## config.mk

```make
export PLATFORM = sky130hd
export DESIGN_NAME = ifu_pc_gen
export DESIGN_NICKNAME = d
export VERILOG_FILES = /design/src/rtl/ifu_pc_gen_pkg.sv /design/src/rtl/ifu_pc_gen.sv
export SDC_FILE = /design/constraint.sdc
export NUM_CORES = 1
export LEC_CHECK = 0
export ABC_AREA = 1
export CORE_MARGIN = 8
export CORE_UTILIZATION = 50
export CTS_CLUSTER_SIZE = 24
export DETAILED_ROUTE_END_ITERATION = 16
export GPL_TIMING_DRIVEN = 0
export PLACE_DENSITY = 0.81
export SYNTH_ARGS = -nofsm -noshare
export SYNTH_HDL_FRONTEND = slang
export SYNTH_SLANG_ARGS = --single-unit
```

## constraint.sdc

```tcl
create_clock -name clk -period 2.8 [get_ports clk]
set_input_delay 0.56 -clock clk [delete_from_list [all_inputs] [get_ports clk]]
set_output_delay 0.56 -clock clk [all_outputs]
set_load 0.05 [all_outputs]
```

## src/rtl/ifu_pc_gen_pkg.sv

```systemverilog
// Shared types and defaults for the instruction-fetch PC generator.
package ifu_pc_gen_pkg;

  localparam int unsigned REG_BUS_WIDTH = 32;

  typedef logic [REG_BUS_WIDTH-1:0] reg_bus_t;

  localparam reg_bus_t PC_STEP_DEF      = 32'd4;
  localparam reg_bus_t RESET_VECTOR_DEF = 32'h0000_0000;

  typedef enum logic [1:0] {
    IFU_BOOT = 2'b00,
    IFU_RUN  = 2'b01,
    IFU_HOLD = 2'b10
  } ifu_state_e;

  function automatic logic is_aligned(input reg_bus_t addr);
    return addr[1:0] == 2'b00;
  endfunction

endpackage

```

## src/rtl/ifu_pc_gen.sv

```systemverilog
// Instruction-fetch PC generator: sequential step, jump/trap redirect,
// stall hold with a pending redirect, and misaligned-jump reporting.
module ifu_pc_gen
  import ifu_pc_gen_pkg::*;
#(
  parameter reg_bus_t RESET_VECTOR = RESET_VECTOR_DEF,
  parameter reg_bus_t PC_STEP      = PC_STEP_DEF
) (
  input  logic       clk,
  input  logic       rst_n,
  input  logic [5:0] stall_i,
  input  logic [5:0] flush_i,
  input  logic       jump_req_i,
  input  reg_bus_t   jump_addr_i,
  input  logic       trap_req_i,
  input  reg_bus_t   trap_addr_i,
  output logic       ce_o,
  output reg_bus_t   pc_o,
  output logic       jump_misalign_o,
  output reg_bus_t   misalign_addr_o
);

  ifu_state_e state_q, state_d;
  logic       ce_q, ce_d;
  reg_bus_t   pc_q, pc_d;
  logic       mis_q, mis_d;
  reg_bus_t   mis_addr_q, mis_addr_d;
  logic       pend_valid_q, pend_valid_d;
  reg_bus_t   pend_addr_q, pend_addr_d;

  logic stall_f;
  logic flush_f;
  logic jump_ok;
  logic jump_bad;

  // Only the fetch-stage bits of the stall/flush vectors matter here.
  logic unused_vec;
  assign unused_vec = ^{stall_i[5:1], flush_i[5:1]};

  assign stall_f  = stall_i[0];
  assign flush_f  = flush_i[0];
  assign jump_ok  = jump_req_i &&  is_aligned(jump_addr_i);
  assign jump_bad = jump_req_i && !is_aligned(jump_addr_i);

  always_ff @(posedge clk) begin
    if (!rst_n) begin
      state_q      <= IFU_BOOT;
      ce_q         <= 1'b0;
      pc_q         <= RESET_VECTOR;
      mis_q        <= 1'b0;
      mis_addr_q   <= '0;
      pend_valid_q <= 1'b0;
      pend_addr_q  <= '0;
    end else begin
      state_q      <= state_d;
      ce_q         <= ce_d;
      pc_q         <= pc_d;
      mis_q        <= mis_d;
      mis_addr_q   <= mis_addr_d;
      pend_valid_q <= pend_valid_d;
      pend_addr_q  <= pend_addr_d;
    end
  end

  always_comb begin
    state_d      = state_q;
    ce_d         = ce_q;
    pc_d         = pc_q;
    mis_d        = 1'b0;
    mis_addr_d   = mis_addr_q;
    pend_valid_d = pend_valid_q;
    pend_addr_d  = pend_addr_q;

    unique case (state_q)
      IFU_BOOT: begin
        ce_d    = 1'b1;
        pc_d    = RESET_VECTOR;
        state_d = IFU_RUN;
      end

      IFU_RUN, IFU_HOLD: begin
        if (trap_req_i) begin
          pc_d         = trap_addr_i;
          pend_valid_d = 1'b0;
          state_d      = IFU_RUN;
        end else if (jump_ok && flush_f) begin
          pc_d         = jump_addr_i;
          pend_valid_d = 1'b0;
          state_d      = IFU_RUN;
        end else if (jump_ok && stall_f) begin
          pend_addr_d  = jump_addr_i;
          pend_valid_d = 1'b1;
          state_d      = IFU_HOLD;
        end else if (jump_ok) begin
          pc_d         = jump_addr_i;
          pend_valid_d = 1'b0;
          state_d      = IFU_RUN;
        end else begin
          // Misaligned target: report it, keep fetching along the current path.
          if (jump_bad) begin
            mis_d      = 1'b1;
            mis_addr_d = jump_addr_i;
          end
          if (pend_valid_q && (flush_f || !stall_f)) begin
            pc_d         = pend_addr_q;
            pend_valid_d = 1'b0;
            state_d      = IFU_RUN;
          end else if (!stall_f) begin
            pc_d = pc_q + PC_STEP;
          end
        end
      end

      default: state_d = IFU_BOOT;
    endcase
  end

  assign ce_o            = ce_q;
  assign pc_o            = pc_q;
  assign jump_misalign_o = mis_q;
  assign misalign_addr_o = mis_addr_q;

endmodule

```

==> results.json, run 1 <==
{
  "die_h_um": 123,
  "cts_setup_buffers": 0,
  "clock_path_buffers": 2,
  "drv_cap": 0,
  "antenna_found_initial": 1,
  "outcome": "finished, final reports clean",
  "remaining_drc_errors": 0,
  "cts_resized": 0,
  "critPathMaxFanout": 7,
  "grt_pass1_vias": 6098,
  "hold_viol_final": 0,
  "cpMaxStageDelayCell": "clkdlybuf4s50_1",
  "power_mw": 3.71,
  "dp.final_hpwl_um": 14900,
  "start_kind": "flip-flop",
  "cts_tree": "done",
  "critical_path.top_delay_family": "buffers and inverters",
  "instances_no_fill": 1221,
  "cp_data_required_time_ns": 2.24,
  "ir_worst_vdd_uv": 320,
  "finalSetupTns_ns": 0,
  "die_x_um": 123,
  "crit_type": "reg2out",
  "portBuffers": 135,
  "fmax_mhz": 437,
  "yosys-top-cells-count": "nand2_1, nor2_1, inv_1, dfxtp_1",
  "slowest_delay_ns": 0.88,
  "synth_area_leaders": "dfxtp_1, nand2_1, nor2_1",
  "holdCritPathClass": "reg2reg",
  "grt_usage_pct": 25.9,
  "clkLatencyLatePin_ns": 0.35,
  "syn2layout_area_growth_pct": 33.1,
  "synth_seq_cells": 101,
  "ys_seq_area_share_pct": 35.6,
  "syn_nets": 1010,
  "grt_pass1_wl_um": 31000,
  "netlist_area_mm2": 0.00568,
  "layout_min_cycle_time_ns": 2.29,
  "cts_htree_levels": 3,
  "rsz0062_at_grt": "no",
  "rows": 39,
  "yosysTopAreaCell": "dfxtp_1",
  "finalSetupViolCount": 0,
  "drtAntennaViolNets": 0,
  "worstPathArrival_ns": 1.73,
  "crit_chain": "clkdlybuf4s50_1",
  "yosys_most_used_dff": "dfxtp_1",
  "nNetsFinal": 1156,
  "maxSlewViolCount": 0,
  "pwr_density_cell_mw_per_mm2": 491,
  "core-area_mm2": 0.0113,
  "ys_warn_count": 0,
  "synth_cell_type_count": 37,
  "synth.top_cell.area_share_pct": 35.6,
  "vias": 6435,
  "r2r_setup_slack_ns": 0.86,
  "power_leakage_nw": 3.09,
  "ios": 146,
  "yosysMostFrequentCell": "nand2_1",
  "worst_clock_skew_ns": 0.00734,
  "slew_headroom_pct": 57.2,
  "grt.overflow.total": 0,
  "drive_above_1_share_pct": 6.12,
  "cts_hold_buf": 0,
  "synthArstFlopShare_pct": 0,
  "cts_buffers": 9,
  "vias_per_cell": 5.27,
  "netlist_instances": 927,
  "drtIter0Drc": 577,
  "grt_max_degree": 17,
  "routedWlPerCell_um": 15.9,
  "root_buffer": "clkbuf_16",
  "dieArea_mm2": 0.0150,
  "path_clk_slew_ns": 0.07,
  "crit_path_end_kind": "output port",
  "syn_area_per_cell_um2": 6.12,
  "synth_edf_count": 0,
  "crit_buf_inv": 1,
  "tightest_slew_ns": 0.643,
  "antenna_cells": 0,
  "finalWirelength_um": 19400,
  "initial_utilization_pct": 50.3,
  "cts.sinks": 101,
  "gp_congestion": 0.962,
  "firstDrtPassIters": 5,
  "dp.cells": 1205,
  "period_share_pct": 81.6
}
## report_power, final
part	total, mW	switching [mW]	internal, mW
Clock	1.46	0.566	0.899
Sequential	1.54	0.0521	1.48
Combinational	0.709	0.440	0.270
## stage by stage
stage	instance area, µm²	hold slack, ns	worst slack, ns	util, %
5_1_grt	7550	0.466	0.453	67.0
2_1_floorplan	5680	0.420	0.849	-
3_3_place_gp	7210	0.432	0.314	63.9
3_5_place_dp	7210	0.435	0.326	63.9
4_1_cts	7550	0.446	0.528	67.0
6_report	7550	0.443	0.514	67.0
## registers in the layout, summed over array words and instances (netlist names)
name / count
misalign_addr_o: 32
pc_o: 32
pend_addr_q: 32
state_q: 2
ce_o: 1
jump_misalign_o: 1
pend_valid_q: 1
## final cells by class
cell class / count / area, µm²
inverters: 110 / 415
clock inverters: 6 / 109
repair buffers: 135 / 1350
clock buffers: 10 / 239
fillers: 1065 / 3720
flip-flops and latches: 101 / 2020
plain buffers: 45 / 216
well taps: 143 / 179
multi-input cells: 671 / 3020
## per-layer routing
| metal | wire (µm) | vias to the layer above | GRT usage [%] |
|---|---|---|---|
| met5 | 13 | - | 0 |
| met2 | 8810 | 291 | 41.4 |
| li1 | - | 3196 | - |
| met1 | 8290 | 2902 | 33.7 |
| met3 | 1710 | 44 | 5.52 |
| met4 | 551 | 2 | 9.90 |
## kinds of logic after synthesis
| family | synth area share [%] |
|---|---|
| fa+ha+maj | 0.661 |
| simple gates | 34.9 |
| xor+xnor | 0.463 |
| flops | 35.6 |
| buf+inv | 11.1 |
| compound gates | 17.2 |
## final timing paths
path | start | endpoint | cells past startpoint
worst max-delay path | pc_o[2]$_SDFFE_PN0P_ | pc_o[2] | 1
worst min register to register | pend_addr_q[0]$_SDFFE_PN0P_ | pend_addr_q[0]$_SDFFE_PN0P_ | 2
worst min-delay path | pend_addr_q[0]$_SDFFE_PN0P_ | pend_addr_q[0]$_SDFFE_PN0P_ | 2
worst max register to register | pc_o[2]$_SDFFE_PN0P_ | pc_o[22]$_SDFFE_PN0P_ | 12
## cells in the final DEF (no fill, tap or decap), types with 8 or more instances in the layout
| cell type | count |
|---|---|
| nand2_1 | 242 |
| clkbuf_1 | 22 |
| nand3_1 | 35 |
| o21ai_0 | 85 |
| buf_2 | 14 |
| clkbuf_16 | 9 |
| o211ai_1 | 8 |
| nor2_1 | 168 |
| a21oi_1 | 85 |
| clkdlybuf4s50_1 | 135 |
| inv_1 | 105 |
| dfxtp_1 | 101 |
Power figures use the tool's default switching activity.
==> run 2: changes to the inputs <==
--- a/config.mk
+++ b/config.mk
@@ -7,11 +7,11 @@
 export LEC_CHECK = 0
 export ABC_AREA = 1
 export CORE_MARGIN = 8
-export CORE_UTILIZATION = 50
+export CORE_UTILIZATION = 45
 export CTS_CLUSTER_SIZE = 24
 export DETAILED_ROUTE_END_ITERATION = 16
 export GPL_TIMING_DRIVEN = 0
-export PLACE_DENSITY = 0.81
+export PLACE_DENSITY = 0.76
 export SYNTH_ARGS = -nofsm -noshare
 export SYNTH_HDL_FRONTEND = slang
 export SYNTH_SLANG_ARGS = --single-unit
==> constraint.sdc (replaced) <==
create_clock -name clk -period 2 [get_ports clk]
set_input_delay 0.4 -clock clk [delete_from_list [all_inputs] [get_ports clk]]
set_output_delay 0.4 -clock clk [all_outputs]
set_load 0.05 [all_outputs]
==> results.json, run 2 (synthesis results as in run 1) <==
{
  "grt_pass1_wl_um": 30800,
  "p_int_mw": 3.43,
  "die_h_um": 128,
  "place_ws_ns": -0.323,
  "postLayoutCellArea_mm2": 0.00760,
  "tightest_slew_ns": 0.626,
  "worstPathArrival_ns": 1.51,
  "antenna_found_initial": 0,
  "fmax_mhz": 524,
  "critical_path.top_delay_family": "buffers and inverters",
  "worst_clock_skew_ns": 0.00831,
  "cp_data_required_time_ns": 1.60,
  "crit_path_end_kind": "output port",
  "holdCritPathClass": "reg2reg",
  "clkLatencyLatePin_ns": 0.35,
  "drtIter0Drc": 525,
  "p_sw_mw": 1.48,
  "path_clk_slew_ns": 0.07,
  "antenna_cells": 0,
  "startpoint": "misalign_addr_o[26]$_SDFFE_PN0P_",
  "outcome": "finished, final reports clean",
  "root_buffer": "clkbuf_16",
  "drive_above_1_share_pct": 7.39,
  "crit_type": "reg2out",
  "crit_buf_inv": 1,
  "start_kind": "flip-flop",
  "finalWirelength_um": 19400,
  "power_leakage_nw": 3.28,
  "grt.overflow.total": 0,
  "gp_congestion": 0.957,
  "pwr_density_cell_mw_per_mm2": 646,
  "hold_viol_final": 0,
  "core-area_mm2": 0.0125,
  "critPathMaxFanout": 2,
  "drtAntennaViolNets": 0,
  "initial_utilization_pct": 45.5,
  "maxSlewViolCount": 0,
  "clock_path_buffers": 2,
  "dieArea_mm2": 0.0165,
  "finalSetupViolCount": 0,
  "power_frac_comb_pct": 20.5,
  "grt_max_degree": 16,
  "slew_headroom_pct": 58.3,
  "dp.final_hpwl_um": 15100,
  "pwr-share-clk_pct": 35.7,
  "syn2layout_area_growth_pct": 33.9,
  "cts_htree_levels": 3,
  "rows": 41,
  "cpMaxStageDelayCell": "clkdlybuf4s50_1",
  "vias": 6341,
  "setup.worst_path.end": "misalign_addr_o[26]",
  "cts.sinks": 101,
  "timing.rr.end": "pc_o[18]$_SDFFE_PN0P_",
  "ir_worst_vdd_uv": 497,
  "layout_commonest_cell": "nand2_1",
  "setup_ws_ns": 0.0929,
  "portBuffers": 135,
  "cp.depth": 1,
  "regToRegStartpoint": "pc_o[2]$_SDFFE_PN0P_",
  "p_seq_share_pct": 43.8,
  "cts_tree": "done",
  "ios": 146,
  "nNetsFinal": 1161,
  "grt_usage_pct": 23.7,
  "firstDrtPassIters": 5,
  "routedWlPerCell_um": 15.5,
  "period_share_pct": 95.4,
  "cts_buffers": 9,
  "layout_common_cells": "nand2_1, nor2_1, inv_1",
  "grt_pass1_vias": 5986,
  "drv_cap": 0,
  "slowest_delay_ns": 0.82,
  "swShare_pct": 30.1,
  "remaining_drc_errors": 0,
  "r2r_setup_slack_ns": 0.20,
  "vias_per_cell": 5.05,
  "layout_min_cycle_time_ns": 1.91,
  "r2r_cells": 11,
  "fillCellCount": 1200,
  "place_area_mm2": 0.00724,
  "die_x_um": 128,
  "crit_chain": "clkdlybuf4s50_1"
}
## run 2: final cells by class
class	count	area, µm²	area share (%)
plain buffers	45	240	3.16
inverters	110	415	5.47
multi-input cells	671	3060	40.3
flip-flops and latches	101	2020	26.6
clock inverters	4	48.8	0.642
repair buffers	140	1360	17.9
well taps	172	215	2.83
clock buffers	12	236	3.11
## run 2: worst min-delay path by stage
stage | from | end | slack [ns] | cells past startpoint
global placement | misalign_addr_o[28]$_SDFFE_PN0P_ | misalign_addr_o[28]$_SDFFE_PN0P_ | 0.43 | 2
detailed placement | pend_addr_q[1]$_SDFFE_PN0P_ | pend_addr_q[1]$_SDFFE_PN0P_ | 0.44 | 2
floorplan | pend_addr_q[0]$_SDFFE_PN0P_ | pend_addr_q[0]$_SDFFE_PN0P_ | 0.42 | 2
global route | pend_addr_q[1]$_SDFFE_PN0P_ | pend_addr_q[1]$_SDFFE_PN0P_ | 0.46 | 2
CTS | pend_addr_q[1]$_SDFFE_PN0P_ | pend_addr_q[1]$_SDFFE_PN0P_ | 0.45 | 2
finish | pend_addr_q[1]$_SDFFE_PN0P_ | pend_addr_q[1]$_SDFFE_PN0P_ | 0.44 | 2
## run 2: metal layers
metal  vias up  routed length [µm]  global-route usage (%)
li1       3206                   -                       -
met1      2854                8470                    30.6
met2       255                8990                    38.3
met3        26                1460                    4.12
met4         0                 491                    9.51
met5         -                   0                       0
## run 2: power by group through the flow
| stage | logic [mW] | clock network (mW) | registers, mW |
|---|---|---|---|
| after floorplan | 0.381 | 0 | 2.38 |
| after global placement | 0.974 | 0 | 2.19 |
| after detailed placement | 0.979 | 0 | 2.20 |
| after CTS | 0.965 | 1.76 | 2.15 |
| after global routing | 1.09 | 1.84 | 2.16 |
| final | 1.00 | 1.75 | 2.15 |
## run 2: timing repair
action,in CTS,in global routing
hold buffers,0,0
pin swaps,0,1
endpoints found under the hold margin,0,0
setup endpoints to repair,29,62
buffers inserted,0,5
resized for setup,29,33
## run 2: stage by stage
step                      utilization, %  TNS (ns)  instances  hold slack [ns]  power [mW]
after floorplan                        -         0        927            0.420        2.76
after global placement              58.1    -16.72       1234            0.434        3.17
after detailed placement            58.1    -18.06       1234            0.435        3.17
after CTS                           60.1         0       1250            0.445        4.87
after global routing                61.0   -0.0395       1255            0.459        5.09
final                               61.0         0       1255            0.445        4.91
